### src/rtl/packet_header_parser.sv
// rtl/packet_header_parser.sv - strips the header beat and re-emits the payload with keep/last/channel
module packet_header_parser #(
    parameter int DATA_WIDTH   = 32,
    parameter int NUM_CHANNELS = 4,
    parameter int MAX_LENGTH   = 1500,
    parameter int CH_W         = (NUM_CHANNELS > 1) ? $clog2(NUM_CHANNELS) : 1
) (
    input  logic                      clk,
    input  logic                      rst,
    input  logic [DATA_WIDTH-1:0]     s_data,
    input  logic                      s_valid,
    output logic                      s_ready,
    output logic [DATA_WIDTH-1:0]     m_data,
    output logic [DATA_WIDTH/8-1:0]   m_keep,
    output logic                      m_last,
    output logic [CH_W-1:0]           m_channel,
    output logic                      m_valid,
    input  logic                      m_ready,
    output logic                      err_length,
    output logic                      err_channel,
    output logic [15:0]               drop_count
);

    localparam int BYTES = DATA_WIDTH / 8;
    localparam logic [16:0] MAX_LEN_W = 17'(MAX_LENGTH);
    localparam logic [16:0] NUM_CH_W  = 17'(NUM_CHANNELS);
    localparam logic [15:0] BYTES_W   = 16'(BYTES);

    typedef enum logic [1:0] {S_HDR, S_PAYLOAD, S_DROP} state_t;

    state_t                state_q, state_d;
    logic [15:0]           remaining_q, remaining_d;
    logic [CH_W-1:0]       chan_q, chan_d;
    logic [DATA_WIDTH-1:0] m_data_q, m_data_d;
    logic [BYTES-1:0]      m_keep_q, m_keep_d;
    logic                  m_last_q, m_last_d;
    logic [CH_W-1:0]       m_channel_q, m_channel_d;
    logic                  m_valid_q, m_valid_d;
    logic                  err_length_q, err_length_d;
    logic                  err_channel_q, err_channel_d;
    logic [15:0]           drop_count_q, drop_count_d;

    logic                  accept;
    logic                  last_beat;
    logic                  drop_inc;
    logic [BYTES-1:0]      beat_keep;
    logic [15:0]           hdr_len;
    logic [15:0]           hdr_id;

    // Header beats are never stalled; payload beats wait for the single output register
    assign s_ready = (state_q == S_PAYLOAD) ? (!m_valid_q || m_ready) : 1'b1;
    assign accept  = s_valid && s_ready;
    assign hdr_len = s_data[15:0];
    assign hdr_id  = s_data[31:16];

    assign m_data      = m_data_q;
    assign m_keep      = m_keep_q;
    assign m_last      = m_last_q;
    assign m_channel   = m_channel_q;
    assign m_valid     = m_valid_q;
    assign err_length  = err_length_q;
    assign err_channel = err_channel_q;
    assign drop_count  = drop_count_q;

    // Next-state, output register load and drop accounting
    always_comb begin
        state_d       = state_q;
        remaining_d   = remaining_q;
        chan_d        = chan_q;
        m_data_d      = m_data_q;
        m_keep_d      = m_keep_q;
        m_last_d      = m_last_q;
        m_channel_d   = m_channel_q;
        m_valid_d     = m_valid_q;
        err_length_d  = 1'b0;
        err_channel_d = 1'b0;
        drop_inc      = 1'b0;

        last_beat = (remaining_q <= BYTES_W);
        for (int i = 0; i < BYTES; i++) begin
            beat_keep[i] = last_beat ? (16'(i) < remaining_q) : 1'b1;
        end

        if (m_valid_q && m_ready) begin
            m_valid_d = 1'b0;
        end

        case (state_q)
            S_HDR: begin
                if (accept) begin
                    remaining_d = hdr_len;
                    if (hdr_len == 16'd0) begin
                        err_length_d = 1'b1;
                        drop_inc     = 1'b1;
                    end else if ({1'b0, hdr_len} > MAX_LEN_W) begin
                        err_length_d = 1'b1;
                        state_d      = S_DROP;
                    end else if ({1'b0, hdr_id} >= NUM_CH_W) begin
                        err_channel_d = 1'b1;
                        state_d       = S_DROP;
                    end else begin
                        chan_d  = hdr_id[CH_W-1:0];
                        state_d = S_PAYLOAD;
                    end
                end
            end
            S_PAYLOAD: begin
                if (accept) begin
                    m_valid_d   = 1'b1;
                    m_data_d    = s_data;
                    m_keep_d    = beat_keep;
                    m_last_d    = last_beat;
                    m_channel_d = chan_q;
                    if (last_beat) begin
                        remaining_d = 16'd0;
                        state_d     = S_HDR;
                    end else begin
                        remaining_d = remaining_q - BYTES_W;
                    end
                end
            end
            S_DROP: begin
                if (accept) begin
                    if (last_beat) begin
                        remaining_d = 16'd0;
                        drop_inc    = 1'b1;
                        state_d     = S_HDR;
                    end else begin
                        remaining_d = remaining_q - BYTES_W;
                    end
                end
            end
            default: state_d = S_HDR;
        endcase

        drop_count_d = (drop_inc && drop_count_q != 16'hFFFF) ? drop_count_q + 16'd1 : drop_count_q;
    end

    // State and output registers with synchronous reset
    always_ff @(posedge clk) begin
        if (rst) begin
            state_q       <= S_HDR;
            remaining_q   <= 16'd0;
            chan_q        <= '0;
            m_data_q      <= '0;
            m_keep_q      <= '0;
            m_last_q      <= 1'b0;
            m_channel_q   <= '0;
            m_valid_q     <= 1'b0;
            err_length_q  <= 1'b0;
            err_channel_q <= 1'b0;
            drop_count_q  <= 16'd0;
        end else begin
            state_q       <= state_d;
            remaining_q   <= remaining_d;
            chan_q        <= chan_d;
            m_data_q      <= m_data_d;
            m_keep_q      <= m_keep_d;
            m_last_q      <= m_last_d;
            m_channel_q   <= m_channel_d;
            m_valid_q     <= m_valid_d;
            err_length_q  <= err_length_d;
            err_channel_q <= err_channel_d;
            drop_count_q  <= drop_count_d;
        end
    end

endmodule

### config.mk
export PLATFORM = sky130hd
export DESIGN_NAME = packet_header_parser
export DESIGN_NICKNAME = d
export VERILOG_FILES = /design/src/rtl/packet_header_parser.sv
export SDC_FILE = /design/constraint.sdc
export NUM_CORES = 1
export LEC_CHECK = 0
export CORE_ASPECT_RATIO = 2
export CORE_UTILIZATION = 40
export CTS_BUF_LIST = sky130_fd_sc_hd__clkbuf_8
export DETAILED_ROUTE_END_ITERATION = 10
export PLACE_DENSITY = 0.7
export SLEW_MARGIN = 20
export SYNTH_ARGS = -nofsm -noshare
export SYNTH_HDL_FRONTEND = slang
export SYNTH_SLANG_ARGS = --single-unit
### constraint.sdc
create_clock -name clk -period 2.1 [get_ports clk]
set_clock_uncertainty 0.05 [all_clocks]
set_input_delay 0.42 -clock clk [delete_from_list [all_inputs] [get_ports clk]]
set_output_delay 0.42 -clock clk [all_outputs]
set_load 0.005 [all_outputs]
==> results.cfg <==
[outcome]
status = finished with violations
violations = setup timing

[job]
max_cap_violations = 0

[setup_path]
slowest_delay_ns = 0.54
timing.rr.end = remaining_q[11]
arrival_ns = 2.38
path_common_cell = or4_4
reg2reg_slack_ns = -0.05
cp_max_fo = 4
timing.rr.start = remaining_q[2]
cp_num_cells = 6
critPathTopFamily = simple AND/OR/NAND/NOR gates
critPathCaptureType = flip-flop
path_class = flip-flop to flip-flop
slowest_stage = or4_4
path_buf_inv = 1
start_kind = flip-flop
r2r_cells = 6
worst_ep_required_time_ns = 2.33
crit_chain = buf_6 -> or4_4 -> or4_4 -> or3_1 -> a21o_1 -> a31oi_1

[placement]
port_buffers = 94
dp_slack_ns = -0.665
dp_hpwl_um = 8950
globalplace.congestion = 0.962
dpl-instance-area_sq_um = 5280
placed_cells = 708

[routing]
wirelength_um = 12900
avgRoutedWirePerCell_um = 17.6
antenna_left = 0
via_per_inst = 5.78
drt_iter0_drc = 201
drc_errors = 0
drt_first_pass_iters = 4
vias = 4252

[global_route]
track_usage_pct = 26.5
grt_pass1_vias = 4145
grt_max_degree = 37
antenna_found_initial = 0
grt-ovfl-total = 0
grt_pass1_wl_um = 20000

[floorplan]
die_w_um = 69.6
initial_utilization_pct = 40.9
rows = 49
die_height_um = 137
io_pins = 95
die_area_sq_um = 9560
fp.coreArea_sq_um = 8950

[hold_path]
hp-start = m_data[18]
hold_depth = 2
hold_end = m_data[18]
hold_path_class = flip-flop to flip-flop

[final_layout]
layout_common_cells = nand2_1 (92), buf_4 (86), clkdlybuf4s50_1 (78)
nets = 671
drive_above_1_share_pct = 26.7
syn_to_final_growth_pct = 59.9
layout.cells.non_filler = 736
diodes = 0
final_common_cell = nand2_1
finish.instance_area_sq_um = 5850
post-route-util_pct = 65.4

[clock_tree]
clock_latency_ns = 0.35
cts_tree = yes
ctsHtreeMaxLevel = 3
cts_buffers = 9
clk_pin_slew_worst_paths_ns = 0.08
numClockSinks = 78
cts_root_buf = clkbuf_8
clockBufferDepth = 2

[synth]
syn_area_sq_um = 3660
synth_edf_count = 0
avgSynthCellArea_sq_um = 8.04
synth_seq_cells = 78
yosys_warnings = 0
synthCells = 455
mappedNetlistNets = 497
ys_async_sr_fraction_pct = 0
ys.flop_type = dfxtp_1
yosysUniqueCellTypes = 48
seq_area_frac_synth_pct = 42.7

[timing]
fmax_mhz = 466
finalHoldViolCount = 0
tightest_slew_ns = 0.478
fin_crit_sh_pct = 102
timing.hold.ws_ns = 0.408
setup_viol = 6
tns_ns = -0.102
fin_crit_ns = 2.15
slew-limit-headroom_pct = 67.8
slew_violations = 0
setup_ws_ns = -0.0458
grt_setup_unrepaired = yes

[pwr]
irDropWorstVdd_v = 0.000693
leakage_nw = 2.14
p_total_mw = 3.46
power_density_nw_per_um2 = 592
-- flip-flops by register name, indices dropped and copies added (netlist names) --
register / count
m_valid: 1
state_q: 2
m_channel: 2
err_length: 1
err_channel: 1
m_keep: 4
m_last: 1
drop_count: 16
chan_q: 2
m_data: 32
remaining_q: 16
-- per-layer routing --
layer,global-route usage [%],vias to the layer above,share of wire [%],routed length [um]
met5,0,-,0,0
met4,15.8,0,3.7,477
met3,4.17,34,4.0,523
met2,49.6,157,55,7130
met1,27.6,2038,37,4790
li1,-,2023,-,-
-- layout make-up --
cell class                      count  area (sq um)
Timing Repair Buffer              186          1680
Fill cell                         741          3100
Sequential cell                    78          1570
Inverter                           12          45.0
Clock inverter                      7          43.8
Multi-Input combinational cell    342          2270
Clock buffer                        9           124
Tap cell                          102           128
-- tightest hold or removal path, cell delays in order, from the launching register on --
cell and delay [ns]:
dfxtp_1 0.31, nand2_1 0.05, a21oi_1 0.05
-- power breakdown --
part,internal [mW],switching (mW)
combinational,0.444,0.465
clock,0.420,0.565
sequential,1.52,0.0468
total,2.39,1.08
-- cell usage after synthesis (4+ instances only) --
cell type | n | area, sq um
a31oi_1 | 9 | 56.3
a211oi_1 | 6 | 45.0
nand4_1 | 10 | 62.6
dfxtp_1 | 78 | 1560
or3_1 | 6 | 37.5
o211ai_1 | 4 | 30.0
and4_1 | 6 | 52.6
nand2_1 | 95 | 357
nand3_1 | 19 | 95.1
nor2_1 | 19 | 71.3
ha_1 | 6 | 75.1
inv_1 | 12 | 45.0
nor3_1 | 9 | 45.0
a21oi_1 | 54 | 270
clkbuf_1 | 23 | 86.3
and3_1 | 7 | 43.8
mux2i_1 | 5 | 50.1
o21ai_0 | 7 | 35.0
nor4_1 | 8 | 50.1
o31ai_1 | 10 | 75.1
or4_1 | 18 | 135
-- cells by family after synthesis --
kind of cell	synth area share, %
AO/OA/AOI/OAI	19.5
XOR/XNOR	0.479
AND/OR/NAND/NOR	29.2
flip-flops	42.7
multiplexers	1.98
adder cells (fa/ha/maj)	2.05
buffers and inverters	4.17
-- repair_timing --
item                       in CTS  in global routing
resized for setup              48                 41
hold buffers                    0                  0
pin swaps                      20                 23
setup buffers                   7                  4
gates cloned                    2                  1
setup endpoints to repair      29                 33
-- worst max-delay path by stage --
stage | start | to | slack (ns)
finish | remaining_q[2] | remaining_q[11] | -0.05
global route | remaining_q[2] | remaining_q[11] | -0.11
CTS | remaining_q[2] | remaining_q[11] | -0.04
detailed placement | s_data[11] | drop_count[4] | -0.66
global placement | s_data[20] | chan_q[1] | -0.65
floorplan | state_q[1] | m_keep[1] | 0.003
No activity file was read; power rests on OpenSTA's default activity.
